## config.mk

```make
export PLATFORM = sky130hd
export DESIGN_NAME = reg_file
export DESIGN_NICKNAME = d
export VERILOG_FILES = /design/src/rtl/reg_file.sv
export SDC_FILE = /design/constraint.sdc
export NUM_CORES = 2
export LEC_CHECK = 0
export CAP_MARGIN = 10
export CORE_MARGIN = 2
export CORE_UTILIZATION = 42
export DETAILED_ROUTE_END_ITERATION = 7
export HOLD_SLACK_MARGIN = 0.02
export PLACE_DENSITY_LB_ADDON = 0.15
export SETUP_SLACK_MARGIN = 0.05
export SLEW_MARGIN = 40
export SYNTH_ARGS = -nofsm -noshare
export SYNTH_HDL_FRONTEND = slang
export SYNTH_SLANG_ARGS = --single-unit
```

## constraint.sdc

```tcl
create_clock -name clock -period 6.1 [get_ports clock]
set_clock_uncertainty 0.15 [all_clocks]
set_input_delay 0.61 -clock clock [delete_from_list [all_inputs] [get_ports clock]]
set_output_delay 0.61 -clock clock [all_outputs]
set_load 0.005 [all_outputs]
```

## src/rtl/reg_file.sv

```systemverilog
// 32 x 32-bit register file: one synchronous write port, two combinational read ports.
// r0 always reads zero, and r29 mirrors screenEndVal every cycle. Define REGFILE_BYPASS_EN to add write-through forwarding.
module reg_file (
  input  logic        clock,
  input  logic        ctrl_reset,
  input  logic        ctrl_writeEn,
  input  logic [4:0]  ctrl_writeReg,
  input  logic [31:0] data_writeReg,
  input  logic [4:0]  ctrl_readRegA,
  input  logic [4:0]  ctrl_readRegB,
  output logic [31:0] data_readRegA,
  output logic [31:0] data_readRegB,
  input  logic [31:0] screenEndVal
);

  localparam logic [4:0] STATUS_REG = 5'd29;

  // r0 has no storage; only r1..r31 are flops.
  logic [31:0] regs_q [1:31];
  logic [31:0] regs_d [1:31];
  logic        write_ok;

  assign write_ok = ctrl_writeEn && (ctrl_writeReg != 5'd0) && (ctrl_writeReg != STATUS_REG);

  always_comb begin
    for (int i = 1; i < 32; i++) begin
      // NOTE: each element is given its hold value first, so no path leaves it unassigned and no latch is inferred.
      regs_d[i] = regs_q[i];
      if (write_ok && (ctrl_writeReg == 5'(i))) regs_d[i] = data_writeReg;
    end
    // The status mirror overrides any write aimed at r29.
    regs_d[STATUS_REG] = screenEndVal;
  end

  always_ff @(posedge clock or negedge ctrl_reset) begin
    if (!ctrl_reset) begin
      // NOTE: this storage array is cleared on reset on purpose, because software expects every register to read 0 after reset.
      for (int i = 1; i < 32; i++) regs_q[i] <= '0;
    end else begin
      // NOTE: sequential state uses non-blocking assignments, so every register updates from the same pre-edge values.
      for (int i = 1; i < 32; i++) regs_q[i] <= regs_d[i];
    end
  end

  always_comb begin
    data_readRegA = '0;
    data_readRegB = '0;
    for (int i = 1; i < 32; i++) begin
      if (ctrl_readRegA == 5'(i)) data_readRegA = regs_q[i];
      if (ctrl_readRegB == 5'(i)) data_readRegB = regs_q[i];
    end
`ifdef REGFILE_BYPASS_EN
    // write_ok already excludes r0 and r29, so the forwarded value is always one that will commit.
    if (write_ok && (ctrl_readRegA == ctrl_writeReg)) data_readRegA = data_writeReg;
    if (write_ok && (ctrl_readRegB == ctrl_writeReg)) data_readRegB = data_writeReg;
`endif
  end

endmodule

```

# --- Yosys cells after proc, flatten, opt, wreduce, memory -nomap -nowiden ---
# Index checks and enable logic that the tools add are counted.
op_classes:
  addsub: 0
  mul: 0
  div: 0
  magnitude_cmp: 0
  eq_ne: 93
  shifts: 0
  mux: 62
  bitwise: 0
  n_reduce_logical: 33
ops:
  columns: ["operator", "count"]
  rows:
  - ["two-way mux 32 bit", 62]
  - ["equality test 5 bit (second input constant)", 47]
  - ["equality test 5 x 4 -> 1 bit (second input constant)", 24]
  - ["equality test 5 x 3 -> 1 bit (second input constant)", 12]
  - ["logical AND 1 bit", 32]
  - ["equality test 5 x 2 -> 1 bit (second input constant)", 6]
  - ["equality test 5 x 1 -> 1 bit (second input constant)", 3]
  - ["inequality test 5 bit (second input constant)", 1]
  - ["nonzero test 5 bit", 1]
totals:
  register_bits: 992
  latchBits: 0
  ramBits: 0
  rom_bits: 0
  input_bits: 82
  output_inout_bits: 64
  n_memories: 0

# --- Longest topological paths before layout ---
depth:
  word_depth: 32
  depth_mapped: 12

# --- Worst setup path after synthesis ---
# No wires, ideal clock.
synth_timing:
  path_type: "input port to output port"
  from: "input ctrl_readRegA[1]"
  to: "output data_readRegA[18]"
  t_arrival_ps: 2259
  required_ps: 5340
  slack_ps: 3081
  path_stages: 9
  n_path_buf: 3
  path_cell_list: "buf_2 > buf_6 > buf_6 > mux2_2 > a221oi_1 > nor2_1 > o22a_1 > a2111oi_2 > a21oi_1"
synth_between:
  elab_chain_len: 32
  elab_cells_between_ends: 62
  cone_classes: "eq/ne (31); mux (31)"
synth_lines:
  columns: ["item", "line_no", "source"]
  rows:
  - ["start: declaration", "9", "input logic [4:0] ctrl_readRegA,"]
  - ["equality test 5 x 1 -> 1 bit", "49", "if (ctrl_readRegA == 5'(i)) data_readRegA = regs_q[i];"]
  - ["two-way mux 32 bit (30 in a row)", "49", null]
  - ["two-way mux 32 bit (*)", "49", null]
  - ["end: declaration", "11", "output logic [31:0] data_readRegA,"]
# Every way passes the cells marked *; elsewhere a longest branch is shown, timed or not.

# --- Final worst setup path ---
layout_timing:
  from: "input ctrl_readRegA[4]"
  to: "output data_readRegA[4]"
# Same word-level chain as after synthesis.

==> reports/results.ini <==
[clock_tree]
post_cts_resized = 0
cts_tree = yes
cts-root-buf = clkbuf_16
numCtsBuffers = 114
cts_max_level = 3
path_clk_slew_ns = 0.06
cts_num_sinks = 992
worstSkewPairLatency_ns = 0.79
cts_buffer_depth = 3

[synthesis]
ys_types = 95
ys_seq_area_share_pct = 44.6
yosysMostFrequentCell = dfrtp_1
ys_warn_count = 0
synth-async-reset-ratio_pct = 100
avgSynthCellArea_sq_um = 10.5
netlist_instances = 5306
yosysTopAreaCellShare_pct = 44.6
yosys-top-cells-count = dfrtp_1 (992), mux2_2 (984), o21ai_0 (411)
yosys.area.top_type = dfrtp_1
ys_ff_latch = 992
synth_area_sq_mm = 0.0556
synth_flop_cell = dfrtp_1
ys_top_cells_by_area = dfrtp_1 (45%), mux2_2 (20%), o21ai_0 (3.7%)
synth_edf_count = 0
syn_nets = 5388

[job]
cap_viol_max_count = 0

[critical_path]
path_cells = buf_2, buf_12, nand2b_1, nor2_2, nand2_1, buf_4, o22ai_1, nor4_1, a21oi_1, o21ai_1, buf_4, clkdlybuf4s50_1
crit_fanout = 40
worstSetupStartpoint = ctrl_readRegA[4]
r2r_setup_slack_ns = 4.96
critPathLaunchType = primary input
critical_path.most_common_cell = buf_4
rr_endpoint = regs_q[677]
worstPathArrival_ns = 5.55
crit_slowest_cell = nor2_2
worst_r2r_path_depth = 1
endpoint_kind = output pin
max_stage_delay_ns = 0.82
required_ns = 5.34
crit_type = in2out
reg2reg_from = regs_q[677]

[detailed_routing]
first_iter_violations = 9809
ant_nets = 0
vias = 53100
drt-total-wl_um = 301000
wl_per_cell_um = 41.4
drc = 1
viasPerCell = 7.29
drt_pass1_iterations = 8

[sta]
fmax_mhz = 159
relSlewSlack_pct = 33.6
worstMarginPinSlew_ns = 0.992
min_period_ns = 6.31
rsz0062_at_grt = false
post-route-period-util_pct = 103
hold_viol = 0
setup_tns_ns = -0.328
drv_slew = 0
worst_slack_ns = -0.206
setup_violations = 2

[floorplan]
start_util_pct = 42.3
rows = 133
pin_count = 146
core_sq_mm = 0.131
die_area_sq_mm = 0.135
die_w_um = 368
die_y_um = 368

[finish]
areaGrowthSynthToFinish_pct = 15.7
num-fill-cells = 12400
multi_input_area_sq_mm = 0.0285
largest_register = regs_q
largest_reg_flops = 992
final_cell_area_sq_mm = 0.0644
final-seq-area_sq_mm = 0.0248
drive_gt1_share_pct = 30.9
top_regs = regs_q x992
nets = 5498

[power_and_ir_drop]
worst_ir_drop_vdd_uv = 278
intPower_mw = 14.0
leakage_nw = 27.2
pwr-share-clk_pct = 36.4
swShare_pct = 32.6
p_per_area_mw_per_mm2 = 322
power_frac_comb_pct = 19.2
p_sw_mw = 6.75
pwr-share-seq_pct = 44.4
p_total_mw = 20.7

[min_path]
hold_depth = 1
hold_path.class = in2reg
hold_start = screenEndVal[2]
hold_end = regs_q[66]

[placed_design]
port_buffers = 145
dpl-instance-area_sq_mm = 0.0602
dpl.hpwl_um = 211000
gp_congestion = 1.06

[global_routing]
grt_pass1_wl_um = 411000
grt_pass1_vias = 49900
grt_max_degree = 156
track_usage_pct = 43.3
overflow = 0
grt_antenna_before_repair = 22

[status]
status = finished with violations
violations = DRC, setup timing

## power groups by stage
stage          logic [mW]  registers (mW)  clock network, mW
6_report             3.99            9.20               7.55
5_1_grt              4.12            9.27               7.83
2_1_floorplan        2.36            8.61                  0
4_1_cts              3.85            9.08               7.56
3_5_place_dp         3.83            9.19                  0
3_3_place_gp         3.76            9.17                  0
## area by class of cell
type | instances | area share [%]
Multi-Input combinational cell | 3762 | 44.2
Sequential cell | 992 | 38.6
Timing Repair Buffer | 518 | 7.26
Clock buffer | 151 | 4.96
Tap cell | 1755 | 3.41
Clock inverter | 66 | 1.34
Inverter | 28 | 0.165
Antenna cell | 15 | 0.0583
## critical path, delay by kind of cell
family                 cells  cell delay, ns
and+or+nand+nor            4            1.98
buffers and inverters      5            1.95
AOI/OAI and AO/OA          3            0.90
## cells in the final DEF (no fill, tap or decap), drive strengths merged, types with 28 or more instances in the layout
master,count
dfrtp,992
buf,386
a21oi,374
nor2b,35
inv,31
a221oi,60
o211ai,50
a31oi,47
a22oi,136
mux2,989
a211oi,43
a22o,28
o22ai,202
nor2,287
clkinv,33
o221ai,49
clkdlybuf4s50,130
nand3,62
nand2b,33
mux2i,142
clkbuf,152
o21ai,434
nor3,78
nand2,313
## metrics by stage
stage / setup slack, ns / instances / hold WS, ns / util, %
after floorplan: 3.08 / 5306 / 0.164 / -
after global placement: 0.216 / 7043 / 0.341 / 45.6
after detailed placement: 0.150 / 7051 / 0.348 / 45.8
after CTS: 0.151 / 7269 / 0.0838 / 48.9
after global routing: 0.117 / 7275 / 0.0790 / 48.9
final: -0.206 / 7287 / 0.0910 / 49.0
## cells by family after synthesis
| group | synth area share, % |
|---|---|
| buffers and inverters | 4.62 |
| AO/OA/AOI/OAI | 19.1 |
| flip-flops | 44.6 |
| AND/OR/NAND/NOR | 8.29 |
| multiplexers | 23.3 |
## layer usage
layer	vias up	part of all wire (%)	track usage, %
met1	27000	38	56.8
met5	-	0.061	0
met2	4596	40	59.4
li1	20200	-	-
met4	26	8.9	30.4
met3	1223	14	14.8
## timing repair
action	in CTS	in global routing
setup buffers	0	0
hold buffers	1	0
setup endpoints to repair	0	0
hold endpoints to repair	56	0
## worst max path at each step
| stage | endpoint | cells after the start | slack, ns |
|---|---|---|---|
| finish | data_readRegA[4] | 12 | -0.21 |
| floorplan | data_readRegA[18] | 9 | 3.08 |
| CTS | data_readRegA[4] | 12 | 0.15 |
| global placement | data_readRegA[4] | 12 | 0.22 |
| global route | data_readRegA[4] | 12 | 0.12 |
| detailed placement | data_readRegA[4] | 12 | 0.15 |
Note: power is estimated with default switching activity, not from simulation.
